### config.mk
export PLATFORM = sky130hd
export DESIGN_NAME = vga_timing_rx
export DESIGN_NICKNAME = d
export VERILOG_FILES = /design/src/rtl/vga_timing_rx.sv
export SDC_FILE = /design/constraint.sdc
export NUM_CORES = 1
export LEC_CHECK = 0
export CAP_MARGIN = 20
export CORE_MARGIN = 2
export CORE_UTILIZATION = 56
export DETAILED_ROUTE_END_ITERATION = 16
export GPL_TIMING_DRIVEN = 0
export PLACE_DENSITY = 0.8
export SYNTH_ARGS = -nofsm -noshare
export SYNTH_HDL_FRONTEND = slang
export SYNTH_SLANG_ARGS = --single-unit
### constraint.sdc
create_clock -name clk -period 4.4 [get_ports clk]
set_clock_uncertainty 0.1 [all_clocks]
set_input_delay 0.44 -clock clk [delete_from_list [all_inputs] [get_ports clk]]
set_output_delay 0.44 -clock clk [all_outputs]
set_load 0.03 [all_outputs]
### src/rtl/vga_timing_rx.sv
// Video timing receiver: locks onto incoming HS/VS timing, measures line and
// frame length, and emits active pixels with coordinates once timing is stable.
module vga_timing_rx #(
   parameter int H_ACTIVE = 1280,
   parameter int V_ACTIVE = 720,
   parameter int H_START  = 260,
   parameter int V_START  = 25,
   parameter bit SYNC_POL = 1'b1
) (
   input  logic        clk,
   input  logic        reset_n,
   input  logic        hs,
   input  logic        vs,
   input  logic [7:0]  r,
   input  logic [7:0]  g,
   input  logic [7:0]  b,
   output logic        pix_valid,
   output logic [11:0] pix_x,
   output logic [11:0] pix_y,
   output logic [7:0]  pix_r,
   output logic [7:0]  pix_g,
   output logic [7:0]  pix_b,
   output logic        sof,
   output logic        locked,
   output logic [11:0] h_total,
   output logic [11:0] v_total,
   output logic        err
);

   localparam logic [1:0] S_SEARCH  = 2'd0;
   localparam logic [1:0] S_MEASURE = 2'd1;
   localparam logic [1:0] S_CHECK   = 2'd2;
   localparam logic [1:0] S_LOCKED  = 2'd3;

   localparam logic [11:0] CMAX = 12'hFFF;
   localparam logic [11:0] HB   = 12'(H_START);
   localparam logic [11:0] HE   = 12'(H_START + H_ACTIVE);
   localparam logic [11:0] VB   = 12'(V_START);
   localparam logic [11:0] VE   = 12'(V_START + V_ACTIVE);

   logic        hs1_q, hs2_q, vs1_q, vs2_q;
   logic [23:0] rgb1_q, rgb2_q, rgb3_q;
   logic        hs_lead, vs_lead;
   logic        line_start, frame_start;
   logic [11:0] h_cnt_q, h_cnt_d, v_cnt_q, v_cnt_d;
   logic [11:0] h_len, v_len;
   logic        vs_pend_q, vs_pend_d;
   logic [11:0] h_total_q, h_total_d, v_total_q, v_total_d;
   logic [1:0]  state_q, state_d;
   logic [11:0] ref_h_q, ref_h_d, ref_v_q, ref_v_d;
   logic        bad_q, bad_d;
   logic        err_q, err_d;
   logic        h_bad, v_bad, tmo;
   logic        act2, act3_q;
   logic [11:0] x3_q, y3_q;
   logic        valid_d, sof_d;
   logic        valid_q, sof_q;
   logic [11:0] px_q, py_q;
   logic [23:0] prgb_q;

   assign hs_lead = (hs1_q == SYNC_POL) && (hs2_q != SYNC_POL);
   assign vs_lead = (vs1_q == SYNC_POL) && (vs2_q != SYNC_POL);

   assign line_start  = hs_lead;
   assign frame_start = line_start && (vs_pend_q || vs_lead);

   assign h_len = h_cnt_q + 12'd1;
   assign v_len = v_cnt_q + 12'd1;

   always_comb begin
      h_cnt_d   = h_cnt_q;
      v_cnt_d   = v_cnt_q;
      vs_pend_d = vs_pend_q;
      h_total_d = h_total_q;
      v_total_d = v_total_q;
      if (line_start) begin
         h_cnt_d   = 12'd0;
         h_total_d = h_len;
      end else if (h_cnt_q != CMAX) begin
         h_cnt_d = h_len;
      end
      if (frame_start) begin
         v_cnt_d   = 12'd0;
         v_total_d = v_len;
         vs_pend_d = 1'b0;
      end else begin
         if (line_start && v_cnt_q != CMAX)
            v_cnt_d = v_len;
         if (vs_lead)
            vs_pend_d = 1'b1;
      end
   end

   assign h_bad = line_start && (h_len != ref_h_q);
   assign v_bad = frame_start && (v_len != ref_v_q);
   // A fresh HS on the saturated cycle is a line start, not a timeout
   assign tmo   = (h_cnt_q == CMAX) && !line_start;

   always_comb begin
      state_d = state_q;
      ref_h_d = ref_h_q;
      ref_v_d = ref_v_q;
      bad_d   = bad_q;
      err_d   = 1'b0;
      if (tmo) begin
         state_d = S_SEARCH;
         err_d   = (state_q != S_SEARCH);
      end else begin
         case (state_q)
            S_SEARCH: begin
               if (frame_start)
                  state_d = S_MEASURE;
            end
            S_MEASURE: begin
               if (frame_start) begin
                  state_d = S_CHECK;
                  ref_h_d = h_len;
                  ref_v_d = v_len;
                  bad_d   = 1'b0;
               end
            end
            S_CHECK: begin
               if (frame_start) begin
                  if (bad_q || h_bad || v_bad) begin
                     ref_h_d = h_len;
                     ref_v_d = v_len;
                     bad_d   = 1'b0;
                  end else begin
                     state_d = S_LOCKED;
                  end
               end else if (h_bad) begin
                  bad_d = 1'b1;
               end
            end
            S_LOCKED: begin
               if (h_bad || v_bad) begin
                  state_d = S_MEASURE;
                  err_d   = 1'b1;
               end
            end
            default: state_d = S_SEARCH;
         endcase
      end
   end

   assign act2 = (state_q == S_LOCKED)
              && (h_cnt_q >= HB) && (h_cnt_q < HE)
              && (v_cnt_q >= VB) && (v_cnt_q < VE);

   // Gate on next state so pixels stop on the same cycle lock drops
   assign valid_d = act3_q && (state_d == S_LOCKED);
   assign sof_d   = valid_d && (x3_q == 12'd0) && (y3_q == 12'd0);

   always_ff @(posedge clk or negedge reset_n) begin
      if (!reset_n) begin
         hs1_q     <= ~SYNC_POL;
         hs2_q     <= ~SYNC_POL;
         vs1_q     <= ~SYNC_POL;
         vs2_q     <= ~SYNC_POL;
         rgb1_q    <= '0;
         rgb2_q    <= '0;
         rgb3_q    <= '0;
         h_cnt_q   <= '0;
         v_cnt_q   <= '0;
         vs_pend_q <= 1'b0;
         h_total_q <= '0;
         v_total_q <= '0;
         state_q   <= S_SEARCH;
         ref_h_q   <= '0;
         ref_v_q   <= '0;
         bad_q     <= 1'b0;
         err_q     <= 1'b0;
         act3_q    <= 1'b0;
         x3_q      <= '0;
         y3_q      <= '0;
         valid_q   <= 1'b0;
         sof_q     <= 1'b0;
         px_q      <= '0;
         py_q      <= '0;
         prgb_q    <= '0;
      end else begin
         hs1_q     <= hs;
         hs2_q     <= hs1_q;
         vs1_q     <= vs;
         vs2_q     <= vs1_q;
         rgb1_q    <= {r, g, b};
         rgb2_q    <= rgb1_q;
         rgb3_q    <= rgb2_q;
         h_cnt_q   <= h_cnt_d;
         v_cnt_q   <= v_cnt_d;
         vs_pend_q <= vs_pend_d;
         h_total_q <= h_total_d;
         v_total_q <= v_total_d;
         state_q   <= state_d;
         ref_h_q   <= ref_h_d;
         ref_v_q   <= ref_v_d;
         bad_q     <= bad_d;
         err_q     <= err_d;
         act3_q    <= act2;
         x3_q      <= h_cnt_q - HB;
         y3_q      <= v_cnt_q - VB;
         valid_q   <= valid_d;
         sof_q     <= sof_d;
         if (valid_d) begin
            px_q   <= x3_q;
            py_q   <= y3_q;
            prgb_q <= rgb3_q;
         end
      end
   end

   assign pix_valid = valid_q;
   assign pix_x     = px_q;
   assign pix_y     = py_q;
   assign pix_r     = prgb_q[23:16];
   assign pix_g     = prgb_q[15:8];
   assign pix_b     = prgb_q[7:0];
   assign sof       = sof_q;
   assign locked    = (state_q == S_LOCKED);
   assign h_total   = h_total_q;
   assign v_total   = v_total_q;
   assign err       = err_q;

endmodule

==> results.json <==
{
  "status": "complete, no violations",
  "cts_hold_buf": 1,
  "yosysWarnings": 0,
  "fp-row-count": 46,
  "setup_ws_ps": 538,
  "core_area_mm2": 0.0160,
  "multi_input_area_mm2": 0.00316,
  "layout_common_cells": "dfrtp_1, clkdlybuf4s50_1, o21ai_0",
  "p_comb_share_pct": 17.7,
  "tightest_slew_ps": 907,
  "cp_cell_sequence": "inv_1 > ha_1 > xnor2_1 > nand2_1 > or4_4 > a2111oi_4 > nand4_4 > o31a_1 > o2111ai_4 > buf_12 > mux2_4",
  "io_buffers": 103,
  "grt_pass1_vias": 6254,
  "async_reset_ff_share_pct": 100,
  "synth_xor_area_share_pct": 6.35,
  "postCtsSetupBuffers": 0,
  "routed_wl_um": 19600,
  "wl_per_cell_um": 17.9,
  "internal_power_mw": 3.94,
  "clockBufferDepth": 3,
  "hold_viol_final": 0,
  "yosys.area_share.simple_pct": 10.1,
  "die_area_mm2": 0.0176,
  "grt_pass1_wl_um": 32500,
  "yosys_register_bits": 228,
  "power.density_mw_per_mm2": 471,
  "cp_max_fo": 10,
  "cap_violations": 0,
  "seqPwrFrac_pct": 44.2,
  "synthFlopType": "dfrtp_1",
  "hold-worst-slack_ps": 245,
  "num_vias": 5926,
  "clkTransAtPathRegs_ps": 60,
  "grt_start_max_net_pins": 136,
  "cpMaxStageDelayCell": "dfrtp_1",
  "pwr-share-clk_pct": 38.1,
  "netlist_area_mm2": 0.00925,
  "cts_num_sinks": 228,
  "worstSetupEndpointType": "flip-flop",
  "p_leak_nw": 5.11,
  "wl_met2_um": 9480,
  "swShare_pct": 26.5,
  "fin_crit_ps": 3860,
  "regArea_mm2": 0.00571,
  "fmax_ghz": 0.259,
  "synth_edf_count": 0,
  "worst_path_largest_cell_delay_ps": 550,
  "hpwl_um": 13400,
  "dp.cells": 1051,
  "final_nets": 904,
  "power.switching_mw": 1.42,
  "route.met3.wl_um": 978,
  "layout_commonest_cell": "dfrtp_1",
  "insertion_delay_ps": 510,
  "diodes": 0,
  "synth_top_family_by_area": "simple AND/OR/NAND/NOR gates",
  "ctsHtreeMaxLevel": 1,
  "vias_per_cell": 5.42,
  "synthDistinctLibCells": 64,
  "ant_nets": 0,
  "required_ps": 4690,
  "drc": 0,
  "ctsResizeCount": 0,
  "area_delta_synth_final_pct": 23.3,
  "overflow": 0,
  "boundaryPins": 104,
  "critPathBufInv": 2,
  "fillers": 1130,
  "avgSynthCellArea_um2": 12.6,
  "yosysSeqAreaShare_pct": 61.7,
  "cts_tree": "built",
  "dieWidth_um": 132,
  "slew-limit-headroom_pct": 38.7,
  "synth_fp_nets": 773,
  "antenna_found_initial": 0,
  "cts_root_buf": "clkbuf_16",
  "start_util_pct": 57.8,
  "gp_congestion": 0.875,
  "drv_slew": 0,
  "final_cells": 1094,
  "rsz0062_at_grt": "no",
  "criticalPathCategory": "flip-flop to flip-flop",
  "synth_fa_ha_area_share_pct": 1.89,
  "dieHeight_um": 132,
  "start_kind": "flip-flop",
  "dr.pass1.iters": 5,
  "ir_drop_uv": 451,
  "place_ws_ps": 606,
  "drive_above_1_share_pct": 14.2,
  "crit_family": "compound AO/OA/AOI/OAI gates",
  "cts_buffers": 24,
  "hold_path.class": "flip-flop to flip-flop",
  "synthMuxAreaShare_pct": 8.78,
  "finalSetupViolCount": 0,
  "wl_met1_um": 8770,
  "cp.arrival_ps": 4150,
  "syn_inst": 731,
  "top_layer": "met4",
  "fin_crit_sh_pct": 87.8,
  "synth_compound_area_share_pct": 7.06,
  "grt.total_usage_pct": 23.2,
  "drt_iter0_drc": 331
}
sequential cells by signal, indices dropped and copies added (netlist names), 2 cells and up:
name and flops:
state_q 2, x3_q 12, rgb3_q 24, h_total 12, prgb_q 24, ref_h_q 12, y3_q 12, h_cnt_q 12
rgb2_q 24, ref_v_q 12, pix_x 12, pix_y 12, v_total 12, v_cnt_q 12, rgb1_q 24
synth_stat cells, drive strengths merged, types with 5 or more instances:
cell | number | area [um^2]
mux2i | 20 | 200
nand4 | 11 | 98.8
dfrtp | 228 | 5710
xnor2 | 37 | 324
mux2 | 54 | 612
clkbuf | 17 | 63.8
o31ai | 5 | 51.3
nand2b | 11 | 68.8
nor3 | 9 | 45.0
buf | 22 | 175
nand3 | 15 | 80.1
nand2 | 58 | 218
ha | 14 | 175
and2 | 5 | 31.3
or2 | 5 | 31.3
a21oi | 6 | 30.0
xor2 | 17 | 149
o21ai | 63 | 315
nor4 | 12 | 75.1
nor2 | 34 | 128
inv | 37 | 139
per-stage QoR:
stage | util, % | setup TNS, ps | power, mW | cell area [um^2]
floorplan | - | 0 | 3.05 | 9250
finish | 71.3 | 0 | 5.37 | 11400
CTS | 71.3 | 0 | 5.41 | 11400
detailed placement | 66.1 | 0 | 3.35 | 10600
global placement | 65.9 | -1385490 | 3.32 | 10500
global route | 71.3 | 0 | 5.62 | 11400
power groups by stage:
stage	sequential (mW)	clock (mW)	combinational, mW
final	2.37	2.05	0.948
after global routing	2.39	2.19	1.04
after CTS	2.37	2.08	0.953
after detailed placement	2.41	0	0.940
after global placement	2.40	0	0.920
after floorplan	2.42	0	0.630
cell families (layout without fill, tap and decap cells):
group | after synthesis | in the layout
AOI/OAI and AO/OA | 98 | 98
xor gates and xnor gates | 59 | 59
adders and majority gates | 14 | 14
buffers and inverters | 76 | 223
DFF | 228 | 228
muxes | 74 | 74
and+or+nand+nor | 182 | 182
routing by layer:
metal | vias to the layer above | track usage, %
met4 | 0 | 6.39
met1 | 2975 | 32.7
met3 | 29 | 3.33
met2 | 177 | 38.1
met5 | - | 0
li1 | 2745 | -
layout make-up:
| class | instances | area share (%) |
|---|---|---|
| clock inverters | 9 | 1.10 |
| multi-input cells | 427 | 27.7 |
| plain buffers | 39 | 2.10 |
| flip-flops and latches | 228 | 50.0 |
| repair buffers | 105 | 9.42 |
| well taps | 216 | 2.37 |
| inverters | 37 | 1.22 |
| clock buffers | 33 | 6.01 |
final timing paths:
check	from	end	slack (ps)	cells after the start
setup / recovery	h_cnt_q[0]$_DFFE_PN0N_	ref_v_q[3]$_DFFE_PN0P_	540	11
hold / removal	rgb2_q[0]$_DFF_PN0_	rgb3_q[0]$_DFF_PN0_	240	0
setup reg to reg	h_cnt_q[0]$_DFFE_PN0N_	ref_v_q[3]$_DFFE_PN0P_	540	11
hold reg to reg	rgb2_q[0]$_DFF_PN0_	rgb3_q[0]$_DFF_PN0_	240	0
max in group asynchronous	reset_n	rgb1_q[6]$_DFF_PN0_	2730	3
min in group asynchronous	reset_n	v_total[7]$_DFFE_PN0P_	410	2
No activity file was read; power rests on OpenSTA's default activity.
